`config.mk`:
```
export PLATFORM = sky130hd
export DESIGN_NAME = spi_master_seq
export DESIGN_NICKNAME = d
export VERILOG_FILES = /design/src/rtl/spi_master_seq.sv
export SDC_FILE = /design/constraint.sdc
export NUM_CORES = 1
export LEC_CHECK = 0
export CELL_PAD_IN_SITES_DETAIL_PLACEMENT = 0
export CELL_PAD_IN_SITES_GLOBAL_PLACEMENT = 1
export CORE_MARGIN = 8
export CORE_UTILIZATION = 44
export CTS_CLUSTER_SIZE = 8
export DETAILED_ROUTE_END_ITERATION = 10
export GPL_TIMING_DRIVEN = 1
export PLACE_DENSITY_LB_ADDON = 0.1
export SYNTH_ARGS = -nofsm -noshare
export SYNTH_HDL_FRONTEND = slang
export SYNTH_SLANG_ARGS = --single-unit
export TNS_END_PERCENT = 20
```
`constraint.sdc`:
```
create_clock -name clk -period 2.23 [get_ports clk]
set_input_delay 0.446 -clock clk [delete_from_list [all_inputs] [get_ports clk]]
set_output_delay 0.446 -clock clk [all_outputs]
set_load 0.05 [all_outputs]
```
`src/rtl/spi_master_seq.sv`:
```
// Command-driven SPI master: turns one host command into one SS_n-framed SPI transfer,
// returning the MISO byte for read-data frames.
module spi_master_seq #(
   parameter int RD_WAIT = 2,
   parameter int GAP     = 1
) (
   input  logic       clk,
   input  logic       rst_n,
   input  logic       cmd_valid,
   output logic       cmd_ready,
   input  logic [1:0] cmd_op,
   input  logic [7:0] cmd_payload,
   output logic       SS_n,
   output logic       MOSI,
   input  logic       MISO,
   output logic       rsp_valid,
   output logic [7:0] rsp_data,
   output logic       busy,
   output logic       err
);

   // state   | meaning
   // S_IDLE  | waiting for a command, cmd_ready high
   // S_START | SS_n asserted, MOSI low
   // S_CMD   | read/write select bit on MOSI
   // S_SHIFT | 10-bit frame word {op, payload}, MSB first
   // S_WAIT  | slave turnaround before read data
   // S_RECV  | 8 MISO bits sampled MSB first
   // S_END   | SS_n high for GAP cycles, response strobe on first cycle
   typedef enum logic [2:0] {
      S_IDLE, S_START, S_CMD, S_SHIFT, S_WAIT, S_RECV, S_END
   } state_t;

   localparam int CW = 8;

   state_t        state;
   logic [CW-1:0] cnt;
   logic [9:0]    frame;
   logic [1:0]    op_q;
   logic [7:0]    shreg;
   logic          rd_addr_pend;

   always_ff @(posedge clk or negedge rst_n) begin
      if (!rst_n) begin
         state        <= S_IDLE;
         cnt          <= '0;
         frame        <= '0;
         op_q         <= '0;
         shreg        <= '0;
         rd_addr_pend <= 1'b0;
         SS_n         <= 1'b1;
         MOSI         <= 1'b0;
         cmd_ready    <= 1'b1;
         busy         <= 1'b0;
         rsp_valid    <= 1'b0;
         rsp_data     <= '0;
         err          <= 1'b0;
      end else begin
         rsp_valid <= 1'b0;
         err       <= 1'b0;
         case (state)
            S_IDLE: begin
               if (cmd_valid && cmd_ready) begin
                  if (cmd_op == 2'b11 && !rd_addr_pend) begin
                     err <= 1'b1;
                  end else begin
                     frame     <= {cmd_op, cmd_payload};
                     op_q      <= cmd_op;
                     state     <= S_START;
                     SS_n      <= 1'b0;
                     MOSI      <= 1'b0;
                     cmd_ready <= 1'b0;
                     busy      <= 1'b1;
                  end
               end
            end
            S_START: begin
               state <= S_CMD;
               MOSI  <= op_q[1];
            end
            S_CMD: begin
               state <= S_SHIFT;
               MOSI  <= frame[9];
               cnt   <= CW'(9);
            end
            S_SHIFT: begin
               if (cnt == '0) begin
                  MOSI <= 1'b0;
                  if (op_q == 2'b11) begin
                     state <= S_WAIT;
                     cnt   <= CW'(RD_WAIT - 1);
                  end else begin
                     state <= S_END;
                     SS_n  <= 1'b1;
                     cnt   <= CW'(GAP - 1);
                     if (op_q == 2'b10) rd_addr_pend <= 1'b1;
                  end
               end else begin
                  // frame shifts left so frame[8] is always the next bit out
                  MOSI  <= frame[8];
                  frame <= {frame[8:0], 1'b0};
                  cnt   <= cnt - 1'b1;
               end
            end
            S_WAIT: begin
               if (cnt == '0) begin
                  state <= S_RECV;
                  cnt   <= CW'(7);
               end else begin
                  cnt <= cnt - 1'b1;
               end
            end
            S_RECV: begin
               shreg <= {shreg[6:0], MISO};
               if (cnt == '0) begin
                  state        <= S_END;
                  SS_n         <= 1'b1;
                  rsp_data     <= {shreg[6:0], MISO};
                  rsp_valid    <= 1'b1;
                  rd_addr_pend <= 1'b0;
                  cnt          <= CW'(GAP - 1);
               end else begin
                  cnt <= cnt - 1'b1;
               end
            end
            S_END: begin
               if (cnt == '0) begin
                  state     <= S_IDLE;
                  cmd_ready <= 1'b1;
                  busy      <= 1'b0;
               end else begin
                  cnt <= cnt - 1'b1;
               end
            end
            default: begin
               state     <= S_IDLE;
               SS_n      <= 1'b1;
               MOSI      <= 1'b0;
               cmd_ready <= 1'b1;
               busy      <= 1'b0;
            end
         endcase
      end
   end

endmodule

```
==> impl_summary.md <==
Critical path
The startpoint class of the critical path is a flip-flop. For the worst setup path, the data arrival time is 1.65 ns. The number of cells on the worst reg-to-reg path is 8. The number of buffers and inverters on the critical path is 1. In this run the number of cells on the critical path is 1. The critical path goes through clkdlybuf4s50_1.

The startpoint of the worst register-to-register path is cnt[0]. The cell with the largest stage delay on the worst path is clkdlybuf4s50_1. The timing startpoint of the critical path is SS_n. The worst register-to-register path ends at frame[4].

The dominant delay contributor by cell family on the critical path is buffers and inverters. The required time reported for the critical path endpoint is 1.78 ns. The biggest fanout along the worst timing path is 2. The worst setup path is captured at a primary output. The setup slack on the worst flop-to-flop path is 0.14 ns. The maximum cell stage delay along the critical path is 0.80 ns. The worst setup path category is reg -> out.

Timing
The slew at the pin closest to its max-slew limit is between 0.6 and 0.7 ns. Static timing analysis puts the maximum clock frequency at 0.478 GHz. Setup repair after global routing left no endpoint under its margin.

The hold violation total from the final report is 0. Setup total negative slack on the finished layout was measured at 0 ns. The final number of setup-violating endpoints is 0. The post-route clock period utilization is 0.939. On the final layout, the worst clock skew is 0.00645 ns. The worst relative slew slack is 0.565.

The number of max-slew violations in the final report was 0. The final critical path time including I/O delays and setup is 2.09 ns.

Synthesis
The number of library cell types mapped by synthesis is 59. The register bit total from synthesis is 45. Of the total synthesized cell area, the portion taken by XOR and XNOR cells is 0.

The average cell area after synthesis is 10.7 um2. The largest family of logic cells by synthesized area is compound AO/OA/AOI/OAI gates. The fraction of registers with async set/reset is 1.00.

The adder and majority gate portion of the synthesized area is 0.00981. The area fraction in and, or, nand and nor cells after synthesis is 0.161. The fraction of the mapped netlist area in compound gates came to 0.179. The most instantiated flip-flop cell in the synthesis netlist is dfrtp_1. In this run, synthesis inferred 0 flip-flops with an integrated enable. Synthesis produced a netlist with a net count of 255.

The sequential cell area fraction in the yosys report is 0.443. The cell area after technology mapping is 2550 um2. The Yosys step of the flow raised 0 warnings. Synthesis handed over a netlist of 239 instances.

The mux contribution to synthesized area is 0.154.

Clocking
In this run the number of H-tree levels came out at 2. The post-CTS clock slew at the launch and capture registers of the worst setup and hold paths is 0.09 ns. Once the clock tree was built, the resizer swapped 0 gates to a different size.

The clock passes through at most 2 buffers. TritonCTS created 5 clock buffers. The clock sink count is 45. The clock insertion delay at the later pin of the skew report is just over 0.3 ns.

TritonCTS built the clock tree. The post-cts hold buffer count is 0. The CTS root buffer is clkbuf_8.

Finish
The number of antenna diodes is 0. The library cells used most frequently in the layout, excluding fill and tap cells, are 43 x dfrtp_1, 34 x mux2_2, 25 x clkdlybuf4s50_1, 25 x buf_4, 13 x nor2_1. The share of post-route cells with drive strength above 1 is 0.297.

Relative to the synthesized area, the layout overhead comes to 21.4%. The filler-free cell count of the finished design is approximately 350. The most common library cell in the layout ignoring fill and taps is dfrtp_1. The number of nets in the finished design is 294.

GRT
The total routing resource utilization after global routing is 0.149. The via count of the first global-routing pass is slightly above 2,000. Entering global routing, the biggest net connects 18 pins.

Global routing finished with a remaining overflow of 0. The number of antenna violations at the first check in global routing came to 0. The first global-routing pass estimated 10,300 um of wire.

Die
For this design the top-level I/O count stands at 28. The floorplan step set the die height to between 90 and 100 um. The die is about 92 um wide. The placeable core region is 5540 um2.

The total die area is 8490 um2. The number of cell rows is 27. The initial utilization of the core area, before any placement, comes to 0.460.

Min path
The worst hold path belongs to the class in -> async.

Job
Max-cap violations in this run came to 0.

Power and ir drop
The relative contribution of sequential cells to total power is 0.340. The combinational share of power is 0.517. The share of total power dissipated in the clock network is 0.143. The share of total power consumed by net switching is 0.419. The ratio of total power to cell area is 1260 nW/um2.

In this run the power spent charging and discharging nets is 1.63 mW. Internal power comes to approximately 2.3 mW. The worst-case IR drop observed on VDD is about 690 uV. For this design the static power due to leakage is 1.29 nW.

Routing
The pre-antenna-repair detailed-routing pass consisted of 4 iterations. Dividing the detail-routed via count by the number of cells gives slightly below 6. The number of DRC violations after detailed-routing iteration 0 is 98. The number of nets with antenna violations after detailed routing is 0. The average wire per cell in the routed design is 17.2 um. After detailed routing, the number of remaining DRC violations is 0.

The final route contains 2,047 vias. After detailed routing, the total wire length is 6030 um.

Placement
The count of buffers inserted at the top-level ports is 27. Including well taps, the total number of placed cells is 342. The wire-length estimate of the detail-placed layout is around 4400 um. Routability-driven placement finished with a final weighted congestion of 0.781.

Outcome
The flow ran to the end, and the final reports show no timing, DRC or antenna violations.
[flip-flops by register name, indices dropped and copies added (netlist names)]
name and cells:
rsp_valid 1, state 3, cmd_ready 1, rsp_data 8, err 1, op_q 2
frame 10, rd_addr_pend 1, shreg 7, SS_n 1, MOSI 1, cnt 8
busy 1
[cell families after synthesis]
group,Yosys count
buf+inv,28
fa+ha+maj,2
flops,45
mux,35
compound gates,62
simple gates,67
[metal layers]
metal  track usage  up-vias  part of all wire
li1              -      973                 -
met1         0.199     1023              0.48
met2         0.230       43              0.46
met3        0.0302        8             0.041
met4        0.0564        0             0.015
met5             0        -                 0
[timing repair]
item / CTS / global route
endpoints found under the hold margin: 0 / 0
setup endpoints to repair: 0 / 10
setup buffers: 0 / 1
[worst max path at each step]
stage / slack, ns / end
after CTS: 0.08 / frame[4]
final: 0.14 / SS_n
after global routing: 0.05 / frame[1]
after global placement: 0.11 / frame[3]
after detailed placement: 0.08 / frame[4]
after floorplan: 0.20 / cnt[6]
[area by class of cell]
class / count / area [um2]
multi-input cells: 166 / 1290
fillers: 520 / 2440
clock inverters: 3 / 28.8
repair buffers: 52 / 463
well taps: 72 / 90.1
flip-flops and latches: 45 / 1130
clock buffers: 5 / 68.8
inverters: 8 / 30.0
[power by group through the flow]
stage | Combinational (mW) | Sequential (mW) | Clock, mW
global placement | 1.94 | 1.34 | 0
CTS | 1.95 | 1.32 | 0.582
global route | 2.18 | 1.37 | 0.609
floorplan | 1.36 | 1.38 | 0
finish | 2.02 | 1.33 | 0.559
detailed placement | 1.95 | 1.34 | 0
[cell usage after synthesis (2+ instances only)]
cell	n	area, um2
nor2_2	2	12.5
a2111oi_0	3	26.3
nor4_4	2	42.5
ha_1	2	25.0
or4_1	2	15.0
nor2_1	13	48.8
inv_1	8	30.0
buf_2	6	30.0
buf_6	3	33.8
nor2b_1	2	12.5
nand4_1	5	31.3
and3_1	2	12.5
a311oi_1	3	26.3
o21ai_0	11	55.1
nand3_1	3	15.0
dfrtp_1	43	1080
o2bb2ai_1	2	17.5
nand2_1	12	45.0
and2_1	2	12.5
nor4_1	2	12.5
mux2_2	34	383
a211oi_1	3	22.5
a21oi_1	12	60.1
dfstp_2	2	52.6
a32oi_1	3	26.3
o211ai_1	7	52.6
nand3b_1	2	15.0
nor3_1	4	20.0
or3_1	3	18.8
a41oi_1	2	17.5
clkbuf_1	11	41.3
[stage by stage]
stage,total power [mW],instance area [um2],hold WS (ns),util,worst slack (ns)
after global routing,4.16,3100,0.0625,0.559,0.0507
final,3.90,3100,0.0368,0.559,0.136
after floorplan,2.74,2550,0.150,-,0.202
after global placement,3.28,2980,0.381,0.537,0.111
after CTS,3.86,3080,0.0389,0.555,0.0782
after detailed placement,3.29,2980,0.380,0.537,0.0782
No activity file was read; power rests on OpenSTA's default activity.
==> variant (same flow settings) <==
Re-encode `state_t` (7 states) as one-hot, 7 bits wide.
--- a/src/rtl/spi_master_seq.sv
+++ b/src/rtl/spi_master_seq.sv
@@ -28,6 +28,6 @@
    // S_RECV  | 8 MISO bits sampled MSB first
    // S_END   | SS_n high for GAP cycles, response strobe on first cycle
-   typedef enum logic [2:0] {
-      S_IDLE, S_START, S_CMD, S_SHIFT, S_WAIT, S_RECV, S_END
+   typedef enum logic [6:0] {
+      S_IDLE = 7'b0000001, S_START = 7'b0000010, S_CMD = 7'b0000100, S_SHIFT = 7'b0001000, S_WAIT = 7'b0010000, S_RECV = 7'b0100000, S_END = 7'b1000000
    } state_t;
 
Behaviour: same outputs for any inputs over 10 cycles, from zero or initial values and one cycle with rst_n low; not proved beyond that.
==> variant against the unedited design <==
Final cell count increased by 5.7%. Worst setup slack lost 51 ps. Worst hold slack better by 98 ps. Critical endpoint is now cmd_ready. Area after synthesis fell by 4.4%. Largest cell class is now flip-flops and latches. Combinational power decreased by 47%. Final area fell by 3.7%. First-iteration DRC count is 22% lower. Count of clock-buffer cells in the layout did not move. Power down 23%. Sequential cell count up 4. Routed wire length fell by 10%.
==> variant: results (changes against the unedited design) <==
largest vdd supply drop=0.0004377 V (-37%); post-synth cell types=49 (-17%); post-synthesis compound-gate area fraction=15.50% (-2.4 points); clk_skew=8.213 ps (+1.758 ps); Mapped Nets=275 (+7.8%); XOR/XNOR share of the synthesized area=1.437% (+1.4 points); crit path max fanout=5 (+3); GRT Util Overall=13.74% (-1.1 points); R2R cell count=4 (-4); dpl ws=216.6 ps (+138.4 ps); initial antenna violation count=0 (unchanged); Post-Syn Area=2437 µm² (-4.4%); GPL Wtd Cong=0.8144 (+4.3%); first-pass detailed-route iteration total=4 (unchanged); worst rel slew slack=60.48% (+4.0 points); final-layout fill cell count=512 (-1.5%); nets=314 (+6.8%); mux cell area share after synthesis=4.620% (-11 points); first-pass GRT wire length=9370 µm (-9.2%); Fin Hold WS=135.1 ps (+98.26 ps); DRT iter0 DRCs=76 (-22%); Max H-tree Level=2 (unchanged); vias=1992 (-2.7%); CTS Buffer Depth=2 (unchanged); Worst Path Arrival=1700 ps (+50 ps); largest net degree at the start of global routing=27 (+9); Synth Area in Adders=1.027% (+0.045 points); R2R setup slack=200 ps (+60 ps); Post-Route WL=5429 µm (-10%); layout cells sized above 1=16.05% (-14 points); Leakage=1.372 nW (+6.0%); Worst R2R Start=state[2]; status=finished clean; top cells by count, synth=48 x nand2_1, 46 x dfrtp_1, 26 x nor2_1, 12 x a31oi_1, 12 x nand3_1; hpwl dp=3906 µm (-11%); post-synthesis sequential area ratio=50.46% (+6.2 points); Synth area leaders=dfrtp_1 47%, nand2_1 7.4%, mux2_2 4.6%; RR Endpoint=cnt[2]
==> variant: changes by cell type in the layout (fill, tap and decap cells not counted), moves of 4 or more <==
cell	change
nand2_1	+36
mux2_2	-24
nor2_1	+13
a31oi_1	+11
nand3_1	+9
buf_4	-7
o211ai_1	-7
nand4_1	-4
==> variant: area by class of cell <==
type	instances	area, µm²	area share, %
sequential	49	1230	41.27
multi-input combinational	189	1116	37.45
timing repair buffer	46	420.4	14.11
tap	72	90.09	3.023
clock buffer	5	68.82	2.309
clock inverter	3	28.78	0.9656
inverter	7	26.28	0.8816
==> variant: worst max-delay path by stage <==
| stage | startpoint | endpoint | slack (ps) | cells after the start |
|---|---|---|---|---|
| floorplan | state[3] | cnt[2] | 260 | 5 |
| global placement | cmd_op[0] | busy | 200 | 6 |
| detailed placement | cmd_op[1] | busy | 220 | 6 |
| CTS | cmd_ready | cmd_ready | 70 | 1 |
| global route | cmd_ready | cmd_ready | 50 | 1 |
| finish | cmd_ready | cmd_ready | 90 | 1 |
==> variant: power by group <==
part / internal (mW) / switching [mW]
sequential: 1.12 / 0.223
combinational: 0.473 / 0.604
clock: 0.235 / 0.337
total: 1.83 / 1.16
==> variant: per-stage QoR <==
step                cells  instance area (µm²)  util, %
floorplan             259                 2437        -
global placement      363                 2883    53.00
detailed placement    363                 2883    53.00
CTS                   371                 2980    54.80
global route          371                 2980    54.80
finish                371                 2980    54.80
==> variant: cells by family after synthesis <==
family / after synthesis
adder cells (fa/ha/maj): 2
flip-flops: 49
multiplexers: 10
XOR/XNOR: 4
AND/OR/NAND/NOR: 117
AO/OA/AOI/OAI: 56
buffers and inverters: 21
==> variant: per-layer routing <==
layer,up-vias,GRT usage (%),wire (µm)
met1,948,18.30,2698
met3,8,3.159,184
met5,-,0,0
li1,1002,-,-
met2,34,20.92,2450
met4,0,5.687,96
